### src/rtl/instruction_fetch.sv
// Instruction fetch unit: reads one 16-bit word per PC from instruction memory and
// hands it to the decoder. It supports jumps and a sticky memory-timeout fault.
module instruction_fetch (
    input  logic        i_CLK,
    input  logic        i_RST,
    input  logic        i_Run,
    output logic        o_MemReq,
    output logic [7:0]  o_MemAddr,
    input  logic        i_MemAck,
    input  logic [15:0] i_MemData,
    output logic [15:0] o_Instr,
    output logic        o_InstrValid,
    input  logic        i_DecReady,
    input  logic        i_JumpEn,
    input  logic [7:0]  i_JumpAddr,
    output logic [7:0]  o_PC,
    output logic        o_Fault
);

    typedef enum logic [1:0] {IDLE, FETCH, HOLD} state_t;

    state_t      state_q, state_d;
    logic [7:0]  pc_q, pc_d;
    logic [15:0] instr_q, instr_d;
    logic [3:0]  tmo_q, tmo_d;
    logic        fault_q, fault_d;
    // Armed one edge after reset release, so the first request appears on the second edge.
    logic        armed_q;

    always_ff @(posedge i_CLK or posedge i_RST) begin
        if (i_RST) begin
            state_q <= IDLE;
            pc_q    <= 8'h00;
            instr_q <= 16'h0000;
            tmo_q   <= 4'd0;
            fault_q <= 1'b0;
            armed_q <= 1'b0;
        end else begin
            state_q <= state_d;
            pc_q    <= pc_d;
            instr_q <= instr_d;
            tmo_q   <= tmo_d;
            fault_q <= fault_d;
            armed_q <= 1'b1;
        end
    end

    always_comb begin
        state_d = state_q;
        pc_d    = pc_q;
        instr_d = instr_q;
        tmo_d   = tmo_q;
        fault_d = fault_q;
        unique case (state_q)
            IDLE: begin
                if (i_JumpEn)
                    pc_d = i_JumpAddr;
                if (i_Run && !fault_q && armed_q) begin
                    state_d = FETCH;
                    tmo_d   = 4'd0;
                end
            end
            FETCH: begin
                // A jump overrides a coinciding ack: the returned word belongs to the old PC.
                if (i_JumpEn) begin
                    pc_d  = i_JumpAddr;
                    tmo_d = 4'd0;
                end else if (i_MemAck) begin
                    instr_d = i_MemData;
                    pc_d    = pc_q + 8'd1;
                    state_d = HOLD;
                end else begin
                    tmo_d = tmo_q + 4'd1;
                    if (tmo_q == 4'd14) begin
                        fault_d = 1'b1;
                        state_d = IDLE;
                    end
                end
            end
            HOLD: begin
                if (i_JumpEn)
                    pc_d = i_JumpAddr;
                if (i_JumpEn || i_DecReady) begin
                    state_d = i_Run ? FETCH : IDLE;
                    tmo_d   = 4'd0;
                end
            end
            default: state_d = IDLE;
        endcase
    end

    assign o_MemReq     = (state_q == FETCH);
    assign o_MemAddr    = pc_q;
    assign o_PC         = pc_q;
    assign o_Instr      = instr_q;
    assign o_InstrValid = (state_q == HOLD);
    assign o_Fault      = fault_q;

endmodule

### config.mk
export PLATFORM = sky130hd
export DESIGN_NAME = instruction_fetch
export DESIGN_NICKNAME = d
export VERILOG_FILES = /design/src/rtl/instruction_fetch.sv
export SDC_FILE = /design/constraint.sdc
export NUM_CORES = 1
export LEC_CHECK = 0
export CAP_MARGIN = 20
export CORE_ASPECT_RATIO = 1.5
export CORE_MARGIN = 4
export CORE_UTILIZATION = 40
export CTS_CLUSTER_SIZE = 25
export DETAILED_ROUTE_END_ITERATION = 10
export HOLD_SLACK_MARGIN = 0.06
export PLACE_DENSITY = 0.84
export SLEW_MARGIN = 20
export SYNTH_ARGS = -nofsm -noshare
export SYNTH_HDL_FRONTEND = slang
export SYNTH_SLANG_ARGS = --single-unit
### constraint.sdc
create_clock -name i_CLK -period 2.5 [get_ports i_CLK]
set_input_delay 0.375 -clock i_CLK [delete_from_list [all_inputs] [get_ports i_CLK]]
set_output_delay 0.375 -clock i_CLK [all_outputs]
set_load 0.05 [all_outputs]
**After elaboration in Yosys (flattened, before gate mapping)**

Cells that the tools add are included.

- Output and inout bits: 35
- Flip-flop bits (word level): 32

- Reduce and logical (&&, ||, !) cells: 13
- Multiplexer cells: 16
- Equal/unequal tests: 10
- Bitwise gates (word level): 2
- Add/subtract/negate cells: 2

Operators with widths:

| kind | number |
|---|---|
| two-way mux 8 bit | 3 |
| two-way mux 4 bit | 4 |
| case mux 8 bit (2 select lines) | 1 |
| case mux 4 bit (3 select lines) | 1 |
| AND reduction 4 bit | 3 |
| two-way mux 2 bit | 5 |
| adder 8 x 1 -> 8 bit (second input constant) | 1 |
| != test 3 x 1 -> 1 bit (second input constant) | 2 |
| case mux 2 bit (3 select lines) | 1 |
| AND reduction 3 bit | 2 |
| adder 4 x 1 -> 4 bit (second input constant) | 1 |
| equality test 4 bit (second input constant) | 1 |
| != test 2 x 1 -> 1 bit (second input constant) | 2 |
| != test 2 bit (second input constant) | 2 |
| != test 3 x 2 -> 1 bit (second input constant) | 1 |
| nonzero test 3 bit | 1 |
| equality test 2 x 1 -> 1 bit (second input constant) | 1 |
| equality test 2 bit (second input constant) | 1 |
| logical AND 1 bit | 2 |
| zero test 2 bit | 1 |
| inverter 1 bit | 2 |
| nonzero test 2 bit | 1 |
| OR reduction 2 bit | 1 |
| zero test 1 bit | 1 |
| 2 further kinds | 2 |

**Depth between registers and ports, before layout**

Gate-level depths: netlist of the first run.

- Depth after elaboration: 5
- Mapped depth: 7

**Worst setup path after synthesis of the first run**

Ideal clock, no wire load.

- Kind: register -> register
- Start: register state_q[1]
- End: register tmo_q[3]
- Path slack: 516 ps
- Arrival: 1860 ps
- Path buffers: 1
- Cell stages (with the launch flop): 6
- Data required time: 2376 ps
- Clock period less this slack: 1984 ps
- Cells stage by stage: dfrtp_1 buf_2 nor2b_1 o2bb2ai_1 nor2_1 a211o_1

- Longest elaborated chain between the ends: 3
- Elaborated cells between the ends (all ways): 9
- Classes of those cells: 5 x eq/ne; 1 x mux; 3 x reduce/logical

RTL lines:

| item | line | source |
|---|---|---|
| start: declaration | 22 | `state_t state_q, state_d;` |
| start signal: assignment | 39 | `state_q <= state_d;` |
| equality test 2 x 1 -> 1 bit (*) | -- |  |
| named net o_MemReq | 7 | `output logic o_MemReq,` |
| != test 3 x 2 -> 1 bit (no line) / nonzero test 3 bit (equally long branches) | -- |  |
| AND reduction 4 bit (no line) | -- |  |
| end signal: assignment | 42 | `tmo_q <= tmo_d;` |
| end: declaration | 25 | `logic [3:0] tmo_q, tmo_d;` |

The timed path passes the listed nets; every way through them passes the cells marked *.
A chain may end at the register's enable or synchronous reset.

**Final worst setup path of the first run**

- Start: register state_q[1]
- End: output port o_InstrValid

- Longest elaborated chain between the ends: 1

RTL lines:

| item | line | source |
|---|---|---|
| equality test 2 bit | 96 | `assign o_InstrValid = (state_q == HOLD);` |
| end: declaration | 12 | `output logic o_InstrValid,` |

No other way between the ends.

==> results of run 1 <==
## stage by stage
step	hold WS, ns	std cells	setup WS [ns]	area (um2)	utilization (%)
global route	0.518	251	0.101	2360	59.6
finish	0.479	251	0.221	2360	59.6
detailed placement	0.495	243	0.414	2250	56.9
CTS	0.495	251	0.192	2360	59.6
floorplan	0.491	146	0.516	1650	-
global placement	0.486	243	0.444	2250	56.9
## how the worst max path moves through the flow
stage                                   endpoint                   start  cells past startpoint  slack, ns
after CTS                           o_InstrValid  state_q[1]$_DFFE_PP0P_                      2       0.19
after floorplan             tmo_q[3]$_DFFE_PP0P_  state_q[1]$_DFFE_PP0P_                      5       0.52
after detailed placement  o_Instr[2]$_DFFE_PP0P_                i_JumpEn                      5       0.41
after global placement    o_Instr[1]$_DFFE_PP0P_                i_JumpEn                      5       0.44
final                               o_InstrValid  state_q[1]$_DFFE_PP0P_                      2       0.22
after global routing                o_InstrValid  state_q[1]$_DFFE_PP0P_                      2       0.10
## final cells by class
| class | count | area [um2] | share of cell area (%) |
|---|---|---|---|
| Clock buffer | 6 | 72.6 | 3.08 |
| Clock inverter | 2 | 35.0 | 1.49 |
| Inverter | 4 | 15.0 | 0.637 |
| Multi-Input combinational cell | 95 | 716 | 30.3 |
| Sequential cell | 32 | 801 | 34.0 |
| Tap cell | 45 | 56.3 | 2.39 |
| Timing Repair Buffer | 67 | 663 | 28.1 |
## Yosys cell counts, drive strengths merged
library cell,number,area [um2]
ha,3,37.5
a21oi,11,55.1
a31o,1,8.76
nor3b,2,26.3
and3,1,6.26
nor2b,2,12.5
a211o,1,8.76
nor2,9,33.8
nor4,1,6.26
a41o,2,20.0
o2bb2ai,3,26.3
nand3,3,15.0
inv,4,15.0
nor3,3,15.0
and2,1,6.26
or3,2,12.5
buf,13,109
o21ai,7,35.0
a2bb2oi,3,26.3
mux2,17,225
a21o,2,15.0
and2b,1,7.51
o22a,1,8.76
nand4,2,12.5
dfrtp,32,801
nand2,8,30.0
nand3b,1,7.51
nand2b,2,20.0
and4,1,8.76
o22ai,1,6.26
conb,1,3.75
clkbuf,2,7.51
a31oi,3,18.8
## metal layers
| layer | share of wire, % | GRT usage (%) | routed length [um] | up-vias |
|---|---|---|---|---|
| met5 | 0 | 0 | 0 | - |
| met4 | 0.63 | 5.65 | 23 | 0 |
| met3 | 6.7 | 5.07 | 246 | 4 |
| met2 | 52 | 24.1 | 1900 | 39 |
| met1 | 41 | 19.0 | 1500 | 587 |
| li1 | - | - | - | 632 |
## power groups by stage
stage | clock [mW] | sequential, mW | combinational (mW)
final | 0.482 | 0.966 | 2.13
after global placement | 0 | 0.964 | 2.12
after CTS | 0.496 | 0.967 | 2.15
after global routing | 0.516 | 1.00 | 2.23
after floorplan | 0 | 1.61 | 0.908
after detailed placement | 0 | 0.971 | 2.14
## worst max-delay path, stage by stage, from the launching register on
cell and delay (ns):
dfrtp_1 0.56, nor2b_1 0.22, clkdlybuf4s50_1 0.84
## registers in the layout, summed over array words and instances, names as in the netlist
name       count
tmo_q          4
armed_q        1
o_MemAddr      8
o_Fault        1
state_q        2
o_Instr       16
## kinds of logic (layout without fill, tap and decap cells)
| group | count (synthesis) | after routing | synth area share [%] |
|---|---|---|---|
| AND/OR/NAND/NOR | 39 | 39 | 13.4 |
| AO/OA/AOI/OAI | 35 | 35 | 13.9 |
| flip-flops | 32 | 32 | 48.6 |
| buffers and inverters | 19 | 79 | 7.97 |
| multiplexers | 17 | 17 | 13.7 |
| adder cells (fa/ha/maj) | 3 | 3 | 2.28 |
| other | 1 | 1 | 0.228 |
==> results by group, run 1 <==
Die
  • Top Ports: 65
  • Cell row count: 28
  • Placeable core area: 3960 um2
  • Die Area: 5230 um2
  • Die height: 86.6 um
  • Initial Utilization: 41.6%
  • Die Wd: 60.4 um

Global routing
  • GRT Overall Usage: 15.2%
  • Vias in the first global route: 1290
  • Remaining Overflow, GRT: 0
  • Global-route wire length before repair: 6020 um
  • Antenna violations before repair: 0
  • Largest net degree at the start of global routing: 33

Placed design
  • # port buffers: 64
  • GP Congestion: 0.814
  • Hpwl dp: 2650 um

Final layout
  • Layout fillers: 337
  • Fin nets: 238
  • Most frequent standard cell in the layout excluding fill and tap cells: clkdlybuf4s50_1
  • Area delta synth->final: 43.1%
  • Commonest non-fill, non-tap cells in the layout: clkdlybuf4s50_1 (64), dfrtp_1 (32), a21oi_1 (11), mux2_4 (9), nor2_1 (9)
  • Fraction of layout cells with a size suffix above 1: 14.6%
  • Ant diodes: 0

STA
  • Fmax: 439 MHz
  • Setup TNS: 0 ns
  • Setup Viol. Count Final: 0
  • Least-Margin Pin Slew: 0.525 ns
  • RSZ-0062 raised after global routing: no
  • Final hold violations: 0
  • Max Slew Vio Count: 0
  • Final worst path period share: 91.2%
  • Clock skew: 0.00525 ns
  • Worst rel slew slack: 64.9%
  • Tmin final: 2.28 ns

CTS
  • Cts hold-fix bufs: 0
  • H-tree depth: 2
  • Clock latency on the worst-skew pair: 0.28 ns
  • Cts bufs inserted: 5
  • Resize count post-CTS: 0
  • Clk buf depth: 2
  • Postcts setup bufs: 0
  • CTS tree: done
  • Clk sinks: 32
  • Clk slew on worst S/H paths: 0.07 ns
  • Clk root buf: clkbuf_8

Critical path
  • Worst Setup Start Kind: register
  • Critical Path End Type: output pin
  • Max Fanout on Critical Path: 11
  • FF-to-FF setup slack: 0.81 ns
  • Arrival time worst endpoint: 1.90 ns
  • R2r worst-path depth: 4
  • Worst r2r dst: o_Instr[2]$_DFFE_PP0P_
  • Worst r2r src: state_q[0]$_DFFE_PP0P_
  • Required @ worst endpoint: 2.12 ns
  • Critical path class: reg2out

Drt
  • Vias per cell: 5.03
  • Initial detailed-routing violation count: 36
  • Drc violations: 0
  • Avg WL per Cell: 14.6 um
  • DR vias: 1262
  • ANT nets after route: 0
  • Pre-Repair DR Iteration Count: 4
  • DRT Wirelength: 3670 um

Synthesis
  • Net count after synthesis: 179
  • Synth Register Bits: 32
  • Warning count from the yosys run: 0
  • Mapped Area: 1650 um2
  • Distinct cells, synth: 39
  • Synth Area per Inst: 11.3 um2
  • Sequential-to-total area share from yosys stat: 48.6%
  • Cells after synthesis: 146

Run
  • Max capacitance violation total: 0

Worst hold path
  • HP Class: in2async

Power and ir drop
  • Power density cells: 1520 nW/um2
  • Cell Int Power: 1.83 mW
  • Clock share of power: 13.5%
  • Overall Power: 3.58 mW
  • Max VDD drop: 0.00102 V
  • Combinational fraction of design power: 59.5%
  • Leak pwr: 1.02 nW
  • Reg power frac: 27.0%
  • Switching pwr: 1.75 mW
  • Sw Share: 48.9%

Run status
  • Status: completed
(Power assumes the default switching activity.)
==> run 2, diff against run 1 <==
--- a/config.mk
+++ b/config.mk
@@ -13,6 +13,7 @@
 export DETAILED_ROUTE_END_ITERATION = 10
 export HOLD_SLACK_MARGIN = 0.06
 export PLACE_DENSITY = 0.84
+export RECOVER_POWER = 50
 export SLEW_MARGIN = 20
 export SYNTH_ARGS = -nofsm -noshare
 export SYNTH_HDL_FRONTEND = slang
==> run 2 against run 1 <==
Design area down 0.85%. Clock-buffer cell count unchanged. Non-clock buffer count unchanged. First-iteration DRC count down 25%. Total power down 0.56%. Combinational power about the same. Hold slack better by 0.030 ns. Final cell count unchanged. Sequential cell count unchanged. Global-route usage unchanged. Critical path type unchanged. Critical endpoint unchanged.
==> results by group, run 2 (synthesis gave the netlist of run 1 again) <==
Run status
  • Status: completed

STA
  • RSZ-0062 raised after global routing: no
  • Final worst path period share: 91.0%
  • Least-Margin Pin Slew: 0.790 ns
  • Setup TNS: 0 ns
  • Clock skew: 0.00682 ns
  • Setup Viol. Count Final: 0
  • Worst-case hold slack: 0.509 ns
  • Worst rel slew slack: 47.3%
  • Final hold violations: 0
  • Post-route setup slack: 0.225 ns
  • Tmin final: 2.28 ns
  • Fmax: 439 MHz
  • Max Slew Vio Count: 0

CTS
  • Resize count post-CTS: 0
  • Clock latency on the worst-skew pair: 0.28 ns
  • Clk buf depth: 2
  • Clk slew on worst S/H paths: 0.07 ns
  • CTS tree: done
  • Postcts setup bufs: 0
  • H-tree depth: 2
  • Clk root buf: clkbuf_8
  • Cts hold-fix bufs: 0
  • Cts bufs inserted: 5
  • Clk sinks: 32

Critical path
  • Critical Path End Type: output pin
  • Worst r2r src: state_q[0]$_DFFE_PP0P_
  • Worst Setup Start Kind: register
  • Critical path endpoint: o_InstrValid
  • Required @ worst endpoint: 2.12 ns
  • FF-to-FF setup slack: 0.48 ns
  • Crit path launch: state_q[1]$_DFFE_PP0P_
  • Max Fanout on Critical Path: 11
  • Critical path class: reg2out
  • Worst r2r dst: o_Instr[2]$_DFFE_PP0P_
  • Arrival time worst endpoint: 1.90 ns
  • R2r worst-path depth: 4

Drt
  • Drc violations: 0
  • Vias per cell: 5.03
  • Avg WL per Cell: 14.7 um
  • Pre-Repair DR Iteration Count: 4
  • ANT nets after route: 0
  • DR vias: 1262
  • DRT Wirelength: 3700 um
  • Initial detailed-routing violation count: 27

Final layout
  • FF/Latch Area: 801 um2
  • Commonest non-fill, non-tap cells in the layout: clkdlybuf4s50_1 (62), dfrtp_1 (32), a21oi_1 (11), nor2_1 (9)
  • Max FFs per register: 16
  • Post-Layout Cell Count: 251
  • Fraction of layout cells with a size suffix above 1: 13.1%
  • Final Util: 59.1%
  • Area delta synth->final: 41.9%
  • Multi-input logic area: 701 um2
  • Ant diodes: 0
  • Fin nets: 238
  • Most frequent standard cell in the layout excluding fill and tap cells: clkdlybuf4s50_1
  • Cell area after layout: 2340 um2
  • Layout fillers: 343

Power and ir drop
  • Cell Int Power: 1.81 mW
  • Switching pwr: 1.75 mW
  • Leak pwr: 1.01 nW
  • Sw Share: 49.1%
  • Reg power frac: 27.0%
  • Max VDD drop: 0.00102 V
  • Combinational fraction of design power: 59.4%
  • Clock share of power: 13.6%
  • Overall Power: 3.56 mW
  • Power density cells: 1520 nW/um2

Global routing
  • Global-route wire length before repair: 6020 um
  • GRT Overall Usage: 15.2%
  • Remaining Overflow, GRT: 0
  • Vias in the first global route: 1290
  • Antenna violations before repair: 0
  • Largest net degree at the start of global routing: 33

Placed design
  • Placed Area: 2250 um2
  • Hpwl dp: 2650 um
  • Place WS: 0.414 ns
  • GP Congestion: 0.814
  • Post-Place Cells: 243
  • # port buffers: 64

Die
  • Die height: 86.6 um
  • Die Area: 5230 um2
  • Placeable core area: 3960 um2
  • Top Ports: 65
  • Initial Utilization: 41.6%
  • Die Wd: 60.4 um
  • Cell row count: 28

Worst hold path
  • HP Class: reg2reg

Run
  • Max capacitance violation total: 0
==> run 2: cell types whose count changed in the layout (fill, tap and decap cells not counted), sizes merged <==
| cell | change |
|---|---|
| clkdlybuf4s50 | -2 |
| clkbuf | +2 |
| buf | -2 |
| dlygate4sd3 | +2 |
==> run 2: how the worst min path moves through the flow <==
stage	depth (start not counted)	end	from	slack [ns]
floorplan	1	armed_q$_DFF_PP0_	i_RST	0.49
global placement	1	o_Fault$_DFFE_PP0P_	o_Fault$_DFFE_PP0P_	0.49
detailed placement	1	o_Instr[4]$_DFFE_PP0P_	o_Instr[4]$_DFFE_PP0P_	0.50
CTS	3	o_Instr[0]$_DFFE_PP0P_	i_RST	0.49
global route	1	o_Instr[11]$_DFFE_PP0P_	o_Instr[11]$_DFFE_PP0P_	0.52
finish	1	o_Instr[8]$_DFFE_PP0P_	o_Instr[8]$_DFFE_PP0P_	0.51
==> run 2: final cells by class <==
cell class                      instances  share of cell area [%]
Sequential cell                        32                    34.2
Tap cell                               45                    2.41
Multi-Input combinational cell         95                    30.0
Clock buffer                            6                    3.10
Inverter                                4                   0.642
Timing Repair Buffer                   67                    28.1
Clock inverter                          2                    1.50
==> run 2: layer usage <==
metal / global-route usage, % / share of wire, %
met5: 0 / 0
met2: 24.1 / 51
met4: 5.65 / 0.59
met1: 19.0 / 42
met3: 5.07 / 6.7
==> run 2: power groups by stage <==
| stage | Combinational, mW | Clock [mW] | Sequential, mW |
|---|---|---|---|
| final | 2.11 | 0.483 | 0.962 |
| after detailed placement | 2.14 | 0 | 0.971 |
| after floorplan | 0.908 | 0 | 1.61 |
| after global routing | 2.21 | 0.516 | 1.00 |
| after global placement | 2.12 | 0 | 0.964 |
| after CTS | 2.15 | 0.496 | 0.967 |
==> run 2: critical path, stage by stage (launching register included) <==
cell and delay (ns):
dfrtp_1 0.56, nor2b_1 0.22, clkdlybuf4s50_1 0.84
